**src/rtl/fc_pkg.sv**
```systemverilog
// fc_pkg: shared widths and FSM state encoding for the streaming fully-connected engine.
package fc_pkg;
   localparam int DATA_W_DEF = 8;
   localparam int ACC_W_DEF = 32;
   localparam int QM_W = 16;
   localparam int QS_W = 5;
   typedef enum logic [2:0] {
      IDLE   = 3'd0,
      LOAD_X = 3'd1,
      BIAS   = 3'd2,
      MAC    = 3'd3,
      REQ    = 3'd4,
      OUT    = 3'd5,
      DONE   = 3'd6
   } state_t;
endpackage

```
**src/rtl/fc_stream_unit_if.sv**
```systemverilog
// fc_stream_unit_if: x/w/b input streams and y result stream of the FC engine.
interface fc_stream_unit_if import fc_pkg::*; #(
   parameter int DATA_W = DATA_W_DEF,
   parameter int ACC_W = ACC_W_DEF
);
   logic x_valid, x_ready;
   logic signed [DATA_W-1:0] x_data;
   logic w_valid, w_ready;
   logic signed [DATA_W-1:0] w_data;
   logic b_valid, b_ready;
   logic signed [ACC_W-1:0] b_data;
   logic y_valid, y_ready;
   logic signed [DATA_W-1:0] y_data;
   modport master (
      output x_valid, x_data, w_valid, w_data, b_valid, b_data, y_ready,
      input  x_ready, w_ready, b_ready, y_valid, y_data
   );
   modport slave (
      input  x_valid, x_data, w_valid, w_data, b_valid, b_data, y_ready,
      output x_ready, w_ready, b_ready, y_valid, y_data
   );
endinterface

```
**src/rtl/fc_requant.sv**
```systemverilog
// fc_requant: multiply, round-half-up shift, zero-point add, saturate and optional ReLU.
module fc_requant import fc_pkg::*; #(
   parameter int DATA_W = DATA_W_DEF,
   parameter int ACC_W = ACC_W_DEF
)(
   input  logic signed [ACC_W-1:0]  acc,
   input  logic signed [QM_W-1:0]   q_mult,
   input  logic [QS_W-1:0]          q_shift,
   input  logic signed [DATA_W-1:0] out_zp,
   input  logic                     relu_en,
   output logic signed [DATA_W-1:0] y
);
   localparam int PW = ACC_W + QM_W;
   localparam logic signed [PW:0] HI = (PW+1)'(2**(DATA_W-1) - 1);
   localparam logic signed [PW:0] LO = -HI - 1;
   logic signed [PW-1:0] p, rnd, r;
   logic signed [PW:0] s;
   logic signed [DATA_W-1:0] sat;
   // The product cannot reach the top bits of PW, so adding the rounding term never overflows
   always_comb begin
      p = PW'(acc) * PW'(q_mult);
      rnd = (q_shift == '0) ? '0 : PW'(1) << (q_shift - 1'b1);
      r = (p + rnd) >>> q_shift;
      s = (PW+1)'(r) + (PW+1)'(out_zp);
      sat = (s > HI) ? HI[DATA_W-1:0] : (s < LO) ? LO[DATA_W-1:0] : s[DATA_W-1:0];
      y = (relu_en && sat < out_zp) ? out_zp : sat;
   end
endmodule

```
**src/rtl/fc_stream_unit.sv**
```systemverilog
// fc_stream_unit: streaming quantised matrix-vector engine, y = requant(W*(x - in_zp) + b).
// Buffers one input vector, then per row takes a bias, in_size weights and emits one result.
module fc_stream_unit import fc_pkg::*; #(
   parameter int DATA_W = DATA_W_DEF,
   parameter int ACC_W = ACC_W_DEF,
   parameter int MAX_IN = 256,
   parameter int MAX_OUT = 4096
)(
   input  logic                     clk,
   input  logic                     rst,
   input  logic                     start,
   input  logic [15:0]              in_size,
   input  logic [15:0]              out_size,
   input  logic signed [DATA_W-1:0] in_zp,
   input  logic signed [DATA_W-1:0] out_zp,
   input  logic signed [QM_W-1:0]   q_mult,
   input  logic [QS_W-1:0]          q_shift,
   input  logic                     relu_en,
   output logic                     busy,
   output logic                     done,
   output logic                     err,
   fc_stream_unit_if.slave          s
);
   localparam int AW = $clog2(MAX_IN);
   localparam int PR_W = 2*DATA_W + 1;
   state_t state;
   logic [15:0] n_in, n_out, i, j, row;
   logic signed [DATA_W-1:0] zp_in, zp_out;
   logic signed [QM_W-1:0] qm;
   logic [QS_W-1:0] qs;
   logic relu;
   logic signed [ACC_W-1:0] acc;
   logic signed [DATA_W:0] xbuf [MAX_IN];
   logic signed [DATA_W:0] xv;
   logic signed [PR_W-1:0] prod;
   logic signed [DATA_W-1:0] rq;
   logic dim_bad;

   assign dim_bad = in_size == '0 || in_size > 16'(MAX_IN) || out_size == '0 || out_size > 16'(MAX_OUT);
   assign xv = xbuf[j[AW-1:0]];
   assign prod = PR_W'(xv) * PR_W'(s.w_data);

   fc_requant #(.DATA_W(DATA_W), .ACC_W(ACC_W)) u_rq (
      .acc(acc), .q_mult(qm), .q_shift(qs), .out_zp(zp_out), .relu_en(relu), .y(rq)
   );

   // Vector buffer has no reset so it maps onto LUT RAM with asynchronous reads
   always_ff @(posedge clk)
      if (s.x_valid && s.x_ready) xbuf[i[AW-1:0]] <= (DATA_W+1)'(s.x_data) - (DATA_W+1)'(zp_in);

   always_ff @(posedge clk or posedge rst) begin
      if (rst) begin
         state <= IDLE;
         {busy, done, err} <= '0;
         {s.x_ready, s.w_ready, s.b_ready, s.y_valid} <= '0;
         s.y_data <= '0;
         {i, j, row} <= '0;
         {n_in, n_out} <= '0;
         {zp_in, zp_out, qm, qs, relu} <= '0;
         acc <= '0;
      end else begin
         case (state)
            IDLE: if (start) begin
               {n_in, n_out, zp_in, zp_out} <= {in_size, out_size, in_zp, out_zp};
               {qm, qs, relu} <= {q_mult, q_shift, relu_en};
               {i, row} <= '0;
               state <= dim_bad ? DONE : LOAD_X;
               busy <= !dim_bad;
               done <= dim_bad;
               err <= dim_bad;
               s.x_ready <= !dim_bad;
            end
            LOAD_X: if (s.x_valid) begin
               i <= i + 1'b1;
               if (i == n_in - 1'b1) begin
                  s.x_ready <= 1'b0;
                  s.b_ready <= 1'b1;
                  state <= BIAS;
               end
            end
            BIAS: if (s.b_valid) begin
               acc <= s.b_data;
               j <= '0;
               s.b_ready <= 1'b0;
               s.w_ready <= 1'b1;
               state <= MAC;
            end
            MAC: if (s.w_valid) begin
               acc <= acc + ACC_W'(prod);
               j <= j + 1'b1;
               if (j == n_in - 1'b1) begin
                  s.w_ready <= 1'b0;
                  state <= REQ;
               end
            end
            REQ: begin
               s.y_data <= rq;
               s.y_valid <= 1'b1;
               state <= OUT;
            end
            OUT: if (s.y_ready) begin
               s.y_valid <= 1'b0;
               row <= row + 1'b1;
               if (row == n_out - 1'b1) begin
                  busy <= 1'b0;
                  done <= 1'b1;
                  state <= DONE;
               end else begin
                  s.b_ready <= 1'b1;
                  state <= BIAS;
               end
            end
            DONE: begin
               done <= 1'b0;
               err <= 1'b0;
               state <= IDLE;
            end
            default: state <= IDLE;
         endcase
      end
   end
endmodule
```
**src/flat_wrapper.sv**
```systemverilog
// flat-port wrapper written by rule: the top's interface ports become plain ports
module fc_stream_unit_flat import fc_pkg::*;
#(
   parameter int DATA_W = DATA_W_DEF,
   parameter int ACC_W = ACC_W_DEF,
   parameter int MAX_IN = 256,
   parameter int MAX_OUT = 4096
)
  (clk, rst, start, in_size, out_size, in_zp, out_zp, q_mult, q_shift, relu_en, busy, done, err, s_x_valid, s_x_data, s_w_valid, s_w_data, s_b_valid, s_b_data, s_y_ready, s_x_ready, s_w_ready, s_b_ready, s_y_valid, s_y_data);
  fc_stream_unit_if #(.DATA_W(DATA_W), .ACC_W(ACC_W)) s_i ();
  input  logic clk;
  input  logic rst;
  input  logic start;
  input  logic [15:0] in_size;
  input  logic [15:0] out_size;
  input  logic signed [DATA_W-1:0] in_zp;
  input  logic signed [DATA_W-1:0] out_zp;
  input  logic signed [QM_W-1:0] q_mult;
  input  logic [QS_W-1:0] q_shift;
  input  logic relu_en;
  output logic busy;
  output logic done;
  output logic err;
  input wire logic [$bits(s_i.x_valid)-1:0] s_x_valid;
  input wire logic [$bits(s_i.x_data)-1:0] s_x_data;
  input wire logic [$bits(s_i.w_valid)-1:0] s_w_valid;
  input wire logic [$bits(s_i.w_data)-1:0] s_w_data;
  input wire logic [$bits(s_i.b_valid)-1:0] s_b_valid;
  input wire logic [$bits(s_i.b_data)-1:0] s_b_data;
  input wire logic [$bits(s_i.y_ready)-1:0] s_y_ready;
  output wire logic [$bits(s_i.x_ready)-1:0] s_x_ready;
  output wire logic [$bits(s_i.w_ready)-1:0] s_w_ready;
  output wire logic [$bits(s_i.b_ready)-1:0] s_b_ready;
  output wire logic [$bits(s_i.y_valid)-1:0] s_y_valid;
  output wire logic [$bits(s_i.y_data)-1:0] s_y_data;
  assign s_i.x_valid = s_x_valid;
  assign s_i.x_data = s_x_data;
  assign s_i.w_valid = s_w_valid;
  assign s_i.w_data = s_w_data;
  assign s_i.b_valid = s_b_valid;
  assign s_i.b_data = s_b_data;
  assign s_i.y_ready = s_y_ready;
  assign s_x_ready = s_i.x_ready;
  assign s_w_ready = s_i.w_ready;
  assign s_b_ready = s_i.b_ready;
  assign s_y_valid = s_i.y_valid;
  assign s_y_data = s_i.y_data;
  fc_stream_unit #(.DATA_W(DATA_W), .ACC_W(ACC_W), .MAX_IN(MAX_IN), .MAX_OUT(MAX_OUT)) u_core (.clk(clk), .rst(rst), .start(start), .in_size(in_size), .out_size(out_size), .in_zp(in_zp), .out_zp(out_zp), .q_mult(q_mult), .q_shift(q_shift), .relu_en(relu_en), .busy(busy), .done(done), .err(err), .s(s_i));
endmodule
```
**config.mk**
```make
export PLATFORM = sky130hd
export DESIGN_NAME = fc_stream_unit_flat
export DESIGN_NICKNAME = d
export VERILOG_FILES = /design/src/rtl/fc_pkg.sv /design/src/rtl/fc_stream_unit_if.sv /design/src/rtl/fc_requant.sv /design/src/rtl/fc_stream_unit.sv /design/src/flat_wrapper.sv
export SDC_FILE = /design/constraint.sdc
export NUM_CORES = 2
export LEC_CHECK = 0
export CAP_MARGIN = 20
export CORE_ASPECT_RATIO = 1.2
export CORE_UTILIZATION = 25
export DETAILED_ROUTE_END_ITERATION = 6
export PLACE_DENSITY = 0.49
export SLEW_MARGIN = 15
export SYNTH_ARGS = -nofsm -noshare
export SYNTH_HDL_FRONTEND = slang
export SYNTH_SLANG_ARGS = --single-unit
```
**constraint.sdc**
```tcl
create_clock -name clk -period 11.7 [get_ports clk]
set_clock_uncertainty 0.15 [all_clocks]
set_input_delay 2.34 -clock clk [delete_from_list [all_inputs] [get_ports clk]]
set_output_delay 2.34 -clock clk [all_outputs]
set_load 0.05 [all_outputs]
```
; Yosys cells after proc, flatten, opt, wreduce, memory -nomap -nowiden
; Memories as Yosys holds them, arrays and structs flattened.
; Cells that the tools add are included.
[classes]
muxes = 51
n_addsub = 10
n_shift = 2
n_eq_ne = 18
reduce_logical = 29
magnitude_cmp = 5
n_mul = 2
[op_table]
columns = operator, count
row1 = one-hot mux 16 bit (2 select lines), 3
row2 = 2-to-1 mux 16 bit, 5
row3 = 2-to-1 mux 32 bit, 2
row4 = one-hot mux 32 bit (2 select lines), 1
row5 = adder 48 x 8 -> 49 bit, 1
row6 = "greater-than comparator 49 x 8 -> 1 bit, second input constant", 1
row7 = "< comparator 49 x 8 -> 1 bit, second input constant", 1
row8 = "adder 16 x 1 -> 16 bit, second input constant", 3
row9 = adder 48 bit, 1
row10 = equality test 16 bit, 3
row11 = multiplier 32 x 16 -> 48 bit, 1
row12 = 2-to-1 mux 48 bit, 1
row13 = "left shift 1 x 5 -> 48 bit, first input constant", 1
row14 = >>> shifter 48 x 5 -> 48 bit, 1
row15 = adder 32 x 17 -> 32 bit, 1
row16 = logical NOT 16 bit, 2
row17 = "subtractor 16 x 1 -> 16 bit, second input constant", 2
row18 = 2-to-1 mux 3 bit, 9
row19 = 2-to-1 mux 8 bit, 3
row20 = 2-to-1 mux 1 bit, 19
row21 = one-hot mux 3 bit (6 select lines), 1
row22 = multiplier 9 x 8 -> 17 bit, 1
row23 = "greater-than comparator 16 x 13 -> 1 bit, second input constant", 1
row24 = "greater-than comparator 16 x 9 -> 1 bit, second input constant", 1
row25 = other kinds (22), 52
[totals]
word_cells = 138
memories = 1
ff_bits = 168
ramBits = 2304
output_inout_bits = 15
[mem_list]
columns = name, words, word_bits, read_ports, rd_clocked_by_memory_dff, write_ports, line_no
row1 = u_core.xbuf, 256, 9, 1, 0, 1, fc_stream_unit.sv:33  ; logic signed [DATA_W:0] xbuf [MAX_IN];

; Logic depth before layout (Yosys ltp)
[depth]
ltp_word = 12
ltp_mapped = 57
depth_no_buf = 52

; Hierarchy
; From an unflattened synthesis, not the netlist that was laid out.
[unflattened]
hier_cells = 8278
hier_area_um2 = 128628.4
[by_module_without_submodules]
columns = mod, area_each_um2, cells_each, instances, seq_area_each_um2
row1 = fc_stream_unit, 102922.5, 5206, 1, 73390.4
row2 = fc_requant, 25705.9, 3072, 1, 0.0

; Least setup slack after synthesis
; OpenSTA, ideal clock, no wires.
[synth_timing]
kind = input port to flip-flop
startpoint = input port s_x_data[0]
endpoint = memory u_core.xbuf[0][6] (netlist bit), data pin
n_path_buf = 0
arrival_time_ns = 10.674
t_required_ns = 9.903
path_slack_ns = -0.771
path_stages = 9
path_cell_list = inv_1 -> ha_1 -> fa_1 -> nor2b_1 -> o21ai_0 -> nand2b_1 -> a21o_1 -> a21oi_1 -> xnor2_1
[synth_via]
elab_chain_len = 1
[synth_lines]
columns = element, line_no
row1 = from (decl), flat_wrapper.sv:25  ; input wire logic [$bits(s_i.x_data)-1:0] s_x_data;
row2 = subtractor 8 x 8 -> 9 bit, fc_stream_unit.sv:49  ; if (s.x_valid && s.x_ready) xbuf[i[AW-1:0]] <= (DATA_W+1)'(s.x_data) - (DATA_W+1)'(zp_in);
row3 = to (decl), fc_stream_unit.sv:33
; No other way between the ends.

; Worst setup path after layout
[layout_timing]
startpoint = register u_core.qm[1]
endpoint = register u_core.s.y_data[3]
[layout_via]
elab_chain_len = 10
word_cells_on_any_way = 11
classes_between = add/sub (2) / mul (1) / order compare (3) / shift (1) / mux (3) / reduce/logical (1)
[layout_lines]
columns = element, line_no
row1 = from (decl), fc_stream_unit.sv:29  ; logic signed [QM_W-1:0] qm;
row2 = from (signal assigned), fc_stream_unit.sv:65  ; {qm, qs, relu} <= {q_mult, q_shift, relu_en};
row3 = multiplier 32 x 16 -> 48 bit (*), fc_requant.sv:21  ; p = PW'(acc) * PW'(q_mult);
row4 = adder 48 bit (*), fc_requant.sv:23  ; r = (p + rnd) >>> q_shift;
row5 = >>> shifter 48 x 5 -> 48 bit (*), fc_requant.sv:23
row6 = adder 48 x 8 -> 49 bit (*), fc_requant.sv:24  ; s = (PW+1)'(r) + (PW+1)'(out_zp);
row7 = < comparator 49 x 8 -> 1 bit, fc_requant.sv:25  ; sat = (s > HI) ? HI[DATA_W-1:0] : (s < LO) ? LO[DATA_W-1:0] : s[DATA_W-1:0];
row8 = 2-to-1 mux 8 bit, fc_requant.sv:25
row9 = 2-to-1 mux 8 bit (*), fc_requant.sv:25
row10 = < comparator 8 bit, fc_requant.sv:26  ; y = (relu_en && sat < out_zp) ? out_zp : sat;
row11 = logical AND 1 bit, fc_requant.sv:26
row12 = 2-to-1 mux 8 bit (*), fc_requant.sv:26
row13 = to (signal assigned), fc_stream_unit.sv:97  ; s.y_data <= rq;
row14 = to (decl), fc_stream_unit_if.sv:20  ; output x_ready, w_ready, b_ready, y_valid, y_data
; Mark *: on every way between the ends. The rest lies on a longest branch, timed or not.
; A chain may end at the register's enable or synchronous reset.

==> results.py <==
metrics = {
    "final_layout": {
        "final_cell_count_no_fill": 16600,
        "final_common_cell": "edfxtp_1",
        "layout_common_cells": "2304 x edfxtp_1, 873 x buf_4, 682 x inv_1, 652 x fa_1, 626 x mux4_2",
        "area_growth_pct": 21.0,
        "nets": 10600,
        "drive_above_1_share": 0.238,
    },
    "sta": {
        "slew_headroom": 0.154,
        "timing.fmax_mhz": 79.9,
        "setup_viol": 8,
        "fin_ws_ns": -0.813,
        "fin_setup_tns_ns": -6.27,
        "tightest_slew_ns": 1.27,
        "rsz0062_at_grt": "true",
        "holdWs_ns": 0.334,
        "hold_viol": 0,
        "fin_crit_ns": 12.51,
        "finalCritPeriodShare": 1.07,
        "slew_viol_final": 0,
    },
    "drt": {
        "vias": 77600,
        "vias_per_cell": 4.69,
        "ant_nets": 0,
        "drt_iter0_markers": 6309,
        "first_pass_iters": 6,
        "wl_um": 400000,
        "drc": 0,
        "wl_per_cell_um": 24.2,
    },
    "clock_network": {
        "cts-htree-levels": 5,
        "cts_tree": "done",
        "root_buffer": "clkbuf_16",
        "cts_max_path_buffers": 4,
        "numCtsBuffers": 281,
        "hold_buffers": 0,
        "worstSkewPairLatency_ns": 0.92,
        "cts.clk_slew.worst_paths_ns": 0.07,
        "clock_sinks": 2472,
    },
    "global_routing": {
        "track_usage": 0.151,
        "grt_pass1_vias": 82100,
        "grt_max_degree": 188,
        "antenna_found_initial": 27,
        "grt_pass1_wl_um": 580000,
        "overflow": 0,
    },
    "placed_design": {
        "portBuffers": 139,
        "routabilityCongestion": 0.849,
        "place_inst": 16000,
        "dpl_worst_slack_ns": -1.64,
        "dpl.hpwl_um": 273000,
    },
    "die": {
        "die-area_um2": 518000,
        "die_y_um": 788,
        "initial_core_util": 0.251,
        "pin_count": 140,
        "core.rowCount": 288,
        "fp.coreArea_um2": 512000,
        "fp.dieW_um": 657,
    },
    "flow_run": {
        "maxCapViolations": 0,
    },
    "logic_synthesis": {
        "ys_warn_count": 0,
        "ys_seq_area_frac": 0.570,
        "synth_edf_count": 2304,
        "syn_avg_cell_area_um2": 15.0,
        "syn_area_um2": 129000,
        "synth_ff_type": "edfxtp_1",
        "syn_nets": 9626,
        "ys_async_sr_fraction": 0.0680,
        "yosysUniqueCellTypes": 93,
        "synthCells": 8583,
        "ys_ff_latch": 2472,
    },
    "setup_path": {
        "crit_family": "adder cells",
        "cp_num_buf_inv": 9,
        "crit_path_max_incr_delay_ns": 0.59,
        "worst_path_max_delay_cell": "fa_1",
        "critPathMaxFanout": 10,
        "critPathLaunchType": "register",
        "cp.required_ns": 12.32,
        "critPathCaptureType": "register",
        "crit_type": "register to register",
        "cp.arrival_ns": 13.13,
    },
    "run_status": {
        "status": "finished, violations left",
        "violations": "setup timing",
    },
    "worst_hold_path": {
        "hp-class": "register to register",
    },
}
## layout make-up
class | instances | area, µm²
Fill cell | 50700 | 357000
Tap cell | 6815 | 8530
Multi-Input combinational cell | 4964 | 52800
Antenna cell | 19 | 47.5
Sequential cell | 2472 | 73400
Clock inverter | 164 | 1600
Timing Repair Buffer | 1092 | 9350
Clock buffer | 336 | 7340
Inverter | 700 | 2660
## routing by layer
| metal | vias up | share of wire | wire, µm | track usage |
|---|---|---|---|---|
| met5 | - | 0.000080 | 32 | 0 |
| met4 | 6 | 0.030 | 12200 | 0.0435 |
| met3 | 544 | 0.048 | 19400 | 0.0218 |
| met2 | 2045 | 0.51 | 205000 | 0.268 |
| met1 | 41300 | 0.41 | 164000 | 0.190 |
| li1 | 33700 | - | - | - |
## flip-flops by register name, indices dropped and copies added, names as in the netlist, 3 cells and up
name,flops
u_core.j,16
u_core.s.y_data,8
u_core.zp_in,8
u_core.xbuf,2304
u_core.row,16
u_core.i,16
u_core.qm,16
u_core.state,3
u_core.n_out,16
u_core.zp_out,8
u_core.qs,5
u_core.n_in,16
u_core.acc,32
## worst reg2reg max path: cells and delay by family, from the launching register on
kind	cells	cell delay (ns)
AOI/OAI and AO/OA	13	1.94
muxes	3	1.19
adders and majority gates	9	3.82
xor gates and xnor gates	1	0.21
DFF	1	0.50
buffers and inverters	9	1.44
and+or+nand+nor	17	3.16
## path summary, 6_finish.rpt
kind,from,to,slack (ns),cells after the start
max in group asynchronous,rst,u_core.acc[14],8.14,3
hold / removal,u_core.s.y_valid,u_core.s.y_valid,0.33,2
setup reg to reg,u_core.qm[1],u_core.s.y_data[3],-0.81,52
hold reg to reg,u_core.s.y_valid,u_core.s.y_valid,0.33,2
min in group asynchronous,rst,u_core.row[12],1.77,2
setup / recovery,u_core.qm[1],u_core.s.y_data[3],-0.81,52
## metrics by stage
step	util	area, µm²
after floorplan	-	129000
after global placement	0.282	144000
after detailed placement	0.282	145000
after CTS	0.302	155000
after global routing	0.304	156000
final	0.304	156000
## cells by family after synthesis
kind of cell / count (synthesis) / share of synthesized area
adder cells (fa/ha/maj): 918 / 0.128
other: 1 / 0.0000291
AO/OA/AOI/OAI: 997 / 0.0514
XOR/XNOR: 200 / 0.0136
flip-flops: 2472 / 0.570
AND/OR/NAND/NOR: 1963 / 0.0731
buffers and inverters: 1147 / 0.0340
multiplexers: 885 / 0.130
## synth_stat cells, drive strengths merged, types with 21 or more instances
cell type,count,share of area
nand2,574,0.017
mux2i,232,0.018
a21oi,251,0.0098
and3,33,0.0016
ha,259,0.025
nand4,44,0.0021
dfrtp,168,0.033
fa,659,0.10
xor2,85,0.0058
nand2b,46,0.0022
mux4,626,0.11
nor2b,30,0.0015
mux2,27,0.0024
edfxtp,2304,0.54
nor3,90,0.0035
nor2,536,0.016
xnor2,115,0.0078
nor4,34,0.0017
nand3,81,0.0032
inv,696,0.020
clkbuf,312,0.0091
o22ai,64,0.0031
o221ai,80,0.0054
a31oi,23,0.0011
a21o,68,0.0040
o21ai,208,0.0081
o21bai,21,0.0012
and2,416,0.020
o211ai,39,0.0023
a211oi,57,0.0034
buf,135,0.0044
## what timing repair did
| action | in CTS | in global routing |
|---|---|---|
| setup endpoints to repair | 8 | 8 |
| gates cloned | 1 | 2 |
| buffers inserted | 30 | 30 |
| pin swaps | 61 | 76 |
| gates resized for setup | 197 | 149 |
Power is left out: the tool's default activity adds up to more than one toggle a clock period on the data nets, which glitch-free logic cannot reach.
